--- config.mk ---
export PLATFORM = sky130hd
export DESIGN_NAME = game_round_sequencer
export DESIGN_NICKNAME = d
export VERILOG_FILES = /design/src/rtl/game_round_sequencer_pkg.sv /design/src/rtl/game_round_sequencer_player_tracker.sv /design/src/rtl/game_round_sequencer.sv
export SDC_FILE = /design/constraint.sdc
export NUM_CORES = 1
export LEC_CHECK = 0
export BUFFER_PORTS_ARGS = -buffer_cell sky130_fd_sc_hd__buf_2
export CAP_MARGIN = 30
export CORE_ASPECT_RATIO = 1.4
export CORE_MARGIN = 2
export CORE_UTILIZATION = 42
export CTS_CLUSTER_SIZE = 10
export DETAILED_ROUTE_END_ITERATION = 8
export SLEW_MARGIN = 20
export SYNTH_ARGS = -nofsm -noshare
export SYNTH_HDL_FRONTEND = slang
export SYNTH_SLANG_ARGS = --single-unit
--- constraint.sdc ---
create_clock -name Clk -period 4.6 [get_ports Clk]
set_clock_uncertainty 0.2 [all_clocks]
set_input_delay 0.46 -clock Clk [delete_from_list [all_inputs] [get_ports Clk]]
set_output_delay 0.46 -clock Clk [all_outputs]
set_load 0.01 [all_outputs]
--- src/rtl/game_round_sequencer_pkg.sv ---
// Shared definitions for the memory-game round sequencer: FSM states,
// win pattern, LFSR taps and symbol helpers.
package game_pkg;

    typedef enum logic [2:0] {
        ST_IDLE,
        ST_LOAD,
        ST_SHOW,
        ST_GAP,
        ST_PLAY,
        ST_HOLD,
        ST_END
    } state_t;

    localparam logic [3:0] WIN_PATTERN = 4'b1111;

    // Fibonacci taps 8,6,5,4 expressed as bit positions 7,5,4,3
    localparam logic [7:0] LFSR_TAPS = 8'b1011_1000;

    function automatic logic [3:0] sym_onehot(input logic [1:0] sym);
        return 4'b0001 << sym;
    endfunction

    function automatic logic [7:0] lfsr_next(input logic [7:0] q);
        return {q[6:0], ^(q & LFSR_TAPS)};
    endfunction

    function automatic logic is_onehot(input logic [3:0] k);
        return (k != '0) && ((k & (k - 4'd1)) == '0);
    endfunction

endpackage

--- src/rtl/game_round_sequencer_player_tracker.sv ---
// Per-player progress tracker: matches one-hot key strobes against the
// 4-step pattern; a wrong symbol restarts the player from step 0.
module player_tracker
    import game_pkg::*;
(
    input  logic       Clk,
    input  logic       Rst,
    input  logic       enable,
    input  logic       clear,
    input  logic [3:0] key,
    input  logic [7:0] pattern,
    output logic [3:0] progress,
    output logic       done
);

    logic [1:0] ptr;
    logic [3:0] want;

    assign want = sym_onehot(pattern[{ptr, 1'b0} +: 2]);
    assign done = (progress == WIN_PATTERN);

    always_ff @(posedge Clk or negedge Rst) begin
        if (!Rst) begin
            progress <= '0;
            ptr      <= '0;
        end else if (clear) begin
            progress <= '0;
            ptr      <= '0;
        end else if (enable && !done && is_onehot(key)) begin
            if (key == want) begin
                progress[ptr] <= 1'b1;
                ptr           <= ptr + 2'd1;
            end else begin
                progress <= '0;
                ptr      <= '0;
            end
        end
    end

endmodule

--- src/rtl/game_round_sequencer.sv ---
// Round controller: draws a pattern from the LFSR, flashes it on Show,
// runs the timed play window and holds Start/A/B for the winner checker.
module game_round_sequencer
    import game_pkg::*;
#(
    parameter int unsigned STEP_CYCLES  = 25_000_000,
    parameter int unsigned GAP_CYCLES   = 12_500_000,
    parameter int unsigned ROUND_CYCLES = 500_000_000,
    parameter int unsigned HOLD_CYCLES  = 4,
    parameter logic [7:0]  SEED         = 8'hA5
) (
    input  logic       Clk,
    input  logic       Rst,
    input  logic       Go,
    input  logic [3:0] KeyA,
    input  logic [3:0] KeyB,
    output logic [3:0] Show,
    output logic [3:0] A,
    output logic [3:0] B,
    output logic       Start,
    output logic       Busy,
    output logic       Timeout
);

    state_t      state;
    logic [7:0]  lfsr;
    logic [7:0]  pattern;
    logic [1:0]  step;
    logic [1:0]  step_nx;
    logic [31:0] cnt;
    logic [31:0] timer;
    logic        a_done;
    logic        b_done;
    logic        a_last;
    logic        b_last;
    logic        trk_en;
    logic        trk_clr;

    assign step_nx = step + 2'd1;
    assign trk_en  = (state == ST_PLAY);
    assign trk_clr = (state == ST_LOAD) || (state == ST_END);

    // A player is finishing on this edge when only the last step remains
    // and the last symbol is struck; used to suppress Timeout on expiry.
    assign a_last = (A == 4'b0111) && (KeyA == sym_onehot(pattern[7:6]));
    assign b_last = (B == 4'b0111) && (KeyB == sym_onehot(pattern[7:6]));

    player_tracker u_track_a (
        .Clk      (Clk),
        .Rst      (Rst),
        .enable   (trk_en),
        .clear    (trk_clr),
        .key      (KeyA),
        .pattern  (pattern),
        .progress (A),
        .done     (a_done)
    );

    player_tracker u_track_b (
        .Clk      (Clk),
        .Rst      (Rst),
        .enable   (trk_en),
        .clear    (trk_clr),
        .key      (KeyB),
        .pattern  (pattern),
        .progress (B),
        .done     (b_done)
    );

    always_ff @(posedge Clk or negedge Rst) begin
        if (!Rst) begin
            state   <= ST_IDLE;
            lfsr    <= SEED;
            pattern <= '0;
            step    <= '0;
            cnt     <= '0;
            timer   <= '0;
            Show    <= '0;
            Start   <= 1'b0;
            Busy    <= 1'b0;
            Timeout <= 1'b0;
        end else begin
            lfsr    <= lfsr_next(lfsr);
            Timeout <= 1'b0;
            case (state)
                ST_IDLE: begin
                    if (Go) begin
                        // Capture the Go-cycle LFSR value now so LOAD sees it
                        pattern <= lfsr;
                        Busy    <= 1'b1;
                        state   <= ST_LOAD;
                    end
                end
                ST_LOAD: begin
                    step  <= '0;
                    cnt   <= STEP_CYCLES - 1;
                    Show  <= sym_onehot(pattern[1:0]);
                    state <= ST_SHOW;
                end
                ST_SHOW: begin
                    if (cnt == '0) begin
                        Show  <= '0;
                        cnt   <= GAP_CYCLES - 1;
                        state <= ST_GAP;
                    end else begin
                        cnt <= cnt - 32'd1;
                    end
                end
                ST_GAP: begin
                    if (cnt != '0) begin
                        cnt <= cnt - 32'd1;
                    end else if (step != 2'd3) begin
                        step  <= step_nx;
                        Show  <= sym_onehot(pattern[{step_nx, 1'b0} +: 2]);
                        cnt   <= STEP_CYCLES - 1;
                        state <= ST_SHOW;
                    end else begin
                        timer <= ROUND_CYCLES - 1;
                        Start <= 1'b1;
                        state <= ST_PLAY;
                    end
                end
                ST_PLAY: begin
                    if (a_done || b_done) begin
                        cnt   <= HOLD_CYCLES - 1;
                        state <= ST_HOLD;
                    end else if (timer == '0) begin
                        cnt     <= HOLD_CYCLES - 1;
                        Timeout <= !(a_last || b_last);
                        state   <= ST_HOLD;
                    end else begin
                        timer <= timer - 32'd1;
                    end
                end
                ST_HOLD: begin
                    if (cnt == '0) begin
                        Start <= 1'b0;
                        state <= ST_END;
                    end else begin
                        cnt <= cnt - 32'd1;
                    end
                end
                ST_END: begin
                    Busy  <= 1'b0;
                    state <= ST_IDLE;
                end
                default: begin
                    Show  <= '0;
                    Start <= 1'b0;
                    Busy  <= 1'b0;
                    state <= ST_IDLE;
                end
            endcase
        end
    end

endmodule
After elaboration in Yosys (flattened, before gate mapping)
Index checks and enable logic that the tools add are counted.

word-level totals
  output and inout port bits = 15
  bits in registers = 104
  bits of input ports = 11
  logic and storage cells = 159

cells by class
  equal/unequal tests = 26
  shifts and indexed selects = 8
  bitwise logic cells = 7
  $add $sub $neg = 7
  multiplexer cells = 52
  order comparisons = 4
  reduce and logical (&&, ||, !) cells = 41

operator list
  kind                   count
  $mux 32                10
  $pmux 32 s5            1
  $logic_not 32->1       2
  $pmux 32 s2            1
  $sub 32x1->32 const B  2
  $mux 4                 9
  $reduce_bool 32->1     1
  $shiftx 8x4->2         3
  $mux 3                 7
  $ne 2x2->1 const B     10
  $shl 1x2->4 const A    5
  $pmux 3 s6             1
  $eq 4x4->1             4
  $mux 2                 8
  $pmux 4 s4             1
  $reduce_and 4->1       3
  $logic_and 1x1->1      10
  $reduce_and 5->1       2
  $reduce_or 5->1        2
  $eq 3x3->1 const B     3
  $mux 1                 9
  $and 4x4->4            2
  $eq 4x3->1 const B     2
  $eq 4x4->1 const B     2
  other kinds (24)       45

Depth between registers and ports, before layout
  word-level depth = 8
  depth in mapped cells = 12
  mapped depth without buffers = 9

Cells and area by module
Synthesis repeated with hierarchy kept, for this count alone.

unflattened totals
  cells, all modules = 714
  area total of the unflattened synthesis = 6,456.2 um2

by module, submodules not included
  module                cells each  seq. area each (um2)  instances  area each (um2)
  game_round_sequencer  588         2,307.2               1          5,330.1
  player_tracker        63          150.1                 2          563.0

Worst setup path after synthesis
Ideal clock, no wire load.

  path kind = reg2reg
  start = reg timer[0]
  end = reg cnt[0]
  clock period less this slack = 2.949 ns
  data required time = 4.269 ns
  cell stages (with the launch flop) = 12
  arrival time = 2.618 ns
  slack = 1.651 ns
  library setup time = 0.131 ns
  path buffers = 2
  cells stage by stage = dfrtp_1 -> inv_1 -> ha_1 -> or4b_4 -> or2_4 -> nor4_4 -> a21o_1 -> buf_6 -> o2111ai_4 -> buf_4 -> a2111oi_4 -> a21oi_1

on the way
  cells in the longest elaborated chain, start to end = 3

RTL lines
  element                            line                         RTL
  start: declaration                 game_round_sequencer.sv:31   logic [31:0] timer;
  start signal: assignment           game_round_sequencer.sv:118  timer <= ROUND_CYCLES - 1;
  start signal: assignment           game_round_sequencer.sv:132  timer <= timer - 32'd1;
  $logic_not 32->1                   game_round_sequencer.sv:127  end else if (timer == '0) begin
  $ne 3x3->1 (no source line)        n/a
  $reduce_and 4->1 (no source line)  n/a
  end signal: assignment             game_round_sequencer.sv:125  cnt <= HOLD_CYCLES - 1;
  end signal: assignment             game_round_sequencer.sv:128  cnt <= HOLD_CYCLES - 1;
  end signal: assignment             game_round_sequencer.sv:140  cnt <= cnt - 32'd1;
  end: declaration                   game_round_sequencer.sv:30   logic [31:0] cnt;

No other way between the ends.
A chain may end at the register's enable or synchronous reset.

Worst setup path after layout
  start = reg cnt[0]
  end = reg cnt[16]

on the way
  cells in the longest elaborated chain, start to end = 3
  elaborated cells on any way between the ends = 10
  those cells by class = add/sub: 1; eq/ne: 2; mux: 4; reduce/logical: 3

RTL lines
  element                                                 line                                                                                   RTL
  start signal: assignment                                game_round_sequencer.sv:96                                                             cnt <= STEP_CYCLES - 1;
  start signal: assignment                                game_round_sequencer.sv:103                                                            cnt <= GAP_CYCLES - 1;
  start signal: assignment                                game_round_sequencer.sv:106                                                            cnt <= cnt - 32'd1;
  $sub 32x1->32 (tied with other cells)                   game_round_sequencer.sv:106, game_round_sequencer.sv:111, game_round_sequencer.sv:140
  $mux 32 (tied with other cells)                         game_round_sequencer.sv:136                                                            if (cnt == '0) begin
  $pmux 32 s5 / $reduce_and 4->1 (equally long branches)  n/a

Parallel ways exist; a longest one is shown, timed or not. The select of a mux whose other input is x is not followed.

==> run metrics <==
IO buf count 25; Gates resized, CTS repair 0; Avg Cell Area, Syn 9.011 sq um; met3 wire len 500 um; setup TNS 0 ns; gr ovfl total 0; H-tree levels 3; Slew @ Worst Pin 0.9360 ns; leading area contributor after synthesis dfrtp_1; Post-Syn Instances 678; peak supply drop 0.0001662 V; Tot Pwr 0.002281 W; period utilization 75.04%; Syn Std Cell Area 6110 sq um; unrepaired setup endpoints after global routing false; fin. max-slew vios 0; Area growth, synth to finish 10.51%; hold_sp lfsr[6]; type of the most critical hold path reg -> reg; WL/cell 16.67 um; DRC viols 0; Iter 0 DRT Violations 376; post-synth top area share 40.96%; synth cell count leaders dfrtp_1, o21ai_0, nor2_1, a21oi_1, nand2_1; Max Fclk 0.2897 GHz; Die Y 146.7 um; top layer in use met4; final setup fails 0; initial antenna violation count 0; Die X 105.9 um; minimum clock period 3.452 ns; vias in the first global route 5038; Starting Density 42.68%; clock transition at the registers of the reported paths 0.07 ns; Final Hold Viols 0; Placer Congestion 0.8266; Yosys cell types 71; Leakage 2.928 nW; Slew HR 36.92%; Finished Layout Cells 886; gr usage total 20.00%; Worst Setup End Kind flip-flop; most common cell in the netlist dfrtp_1; crit path launch type flip-flop; Critical Path RT 4.64 ns; final wirelength 14.77 mm; die area 15540 sq um; CTS tree done; Post-DP HPWL 10.14 mm; first-pass GRT wire length 25.25 mm; dpl ws 0.9901 ns; fillers 1396; CTS Buffer Depth 2; Nets 716; CTS sink count 104; pin count of the biggest net entering global routing 72; share of the yosys chip area belonging to registers 42.68%; placed cell count 865; EDFF count, synth 0; layout cell share with drive strength beyond 1 13.20%; FP Rows 52; Met1 Wirelength 6.425 mm; maxcap violations 0; Power Density 337.9 nW/um^2; # IOs 26; Skew-Pair Late Insertion Delay 0.36 ns; synth warn 0; number of synthesized register bits 104; Root Buffer clkbuf_16; via count 5339; Critical Path Start cnt[0]; CTS Buf Count 9; DRT Pass-1 Iters 6; CP Max Fanout 10; hold slack 0.1799 ns; final antenna diode count 0; ys async rst share 100.0%; Core ar. 14310 sq um; Critical Path AT 3.50 ns; critical path class reg -> reg; r2r startpoint cnt[0]; fin worst setup slack 1.148 ns; number of routed nets with antenna violations 0; ys flop type dfrtp_1; syn_nets 702; Vias/cell 6.026; largest cells by area after synthesis dfrtp_1, o21ai_0, a21oi_1, nor2_1, a22o_1; status complete, no violations; metal2 WL 7.482 mm
[worst max-delay path, cell delays in order, from the launching register on]
cell and delay, ns:
dfrtp_1 0.38, inv_1 0.15, ha_1 0.24, nor4b_2 0.36, and3_1 0.41, nand2_1 0.23, o41ai_2 0.90, o21ai_0 0.21
a22o_1 0.27
[logic make-up after synthesis]
logic type | count (synthesis) | share of synthesized area, %
buffers and inverters | 50 | 3.379
AO/OA/AOI/OAI | 233 | 24.23
flip-flops | 104 | 42.68
multiplexers | 17 | 3.830
AND/OR/NAND/NOR | 256 | 22.51
XOR/XNOR | 5 | 0.7169
adder cells (fa/ha/maj) | 13 | 2.662
[cell type report]
type / instances / area (sq um) / area share [%]
flip-flops and latches: 104 / 2608 / 38.62
well taps: 189 / 236.5 / 3.503
inverters: 17 / 63.81 / 0.9451
clock buffers: 11 / 242.7 / 3.595
multi-input cells: 524 / 3296 / 48.81
clock inverters: 5 / 65.06 / 0.9637
repair buffers: 36 / 240.2 / 3.558
[timing repair]
action                    in CTS  in global routing
buffers inserted               0                  0
hold buffers                   0                  1
hold endpoints to repair       0                 39
[metrics by stage]
stage,area [sq um],utilization (%)
finish,6751,47.17
global route,6751,47.17
CTS,6684,46.70
detailed placement,6376,44.55
global placement,6376,44.55
floorplan,6110,-
[flip-flops by register name, summed over array words and instances, names as in the netlist, 2 cells and up]
signal,count
state,3
lfsr,8
cnt,32
timer,32
step,2
u_track_a.ptr,2
pattern,8
u_track_b.ptr,2
Show,4
u_track_a.progress,4
u_track_b.progress,4
[report_power, final]
group | internal [W] | switching [W] | total, W
Clock | 0.000443 | 0.000358 | 0.000801
Sequential | 0.00100 | 0.000116 | 0.00112
Combinational | 0.000148 | 0.000215 | 0.000362
Total | 0.00159 | 0.000689 | 0.00228
[path summary, 6_finish.rpt]
check                          end  slack [ns]  cells past startpoint
hold reg to reg            lfsr[7]        0.18                      0
setup reg to reg           cnt[16]        1.15                      8
min in group asynchronous  cnt[19]        0.44                      2
max in group asynchronous  lfsr[0]        2.89                      3
setup / recovery           cnt[16]        1.15                      8
hold / removal             lfsr[7]        0.18                      0
[placed cells by master (no fill, tap or decap), types with 8 or more instances in the layout]
cell	synthesis	final
nor4_1	13	13
or4_1	8	8
mux2_2	11	11
o31ai_1	12	12
dfrtp_1	100	100
nor2_1	68	68
a22o_1	21	21
o21ai_0	93	93
nand3_1	18	18
nor3_1	32	32
buf_2	6	24
o41ai_1	9	9
nand3b_1	8	8
nand2_1	45	45
clkbuf_16	0	9
inv_1	17	17
a21oi_1	53	53
a31oi_1	13	13
nand2b_1	8	8
ha_1	13	13
[routing by layer]
layer,vias up,global-route usage (%)
li1,2563,-
met1,2628,25.31
met2,123,34.45
met3,25,3.327
met4,0,7.039
met5,-,0
Power figures use the tool's default switching activity.
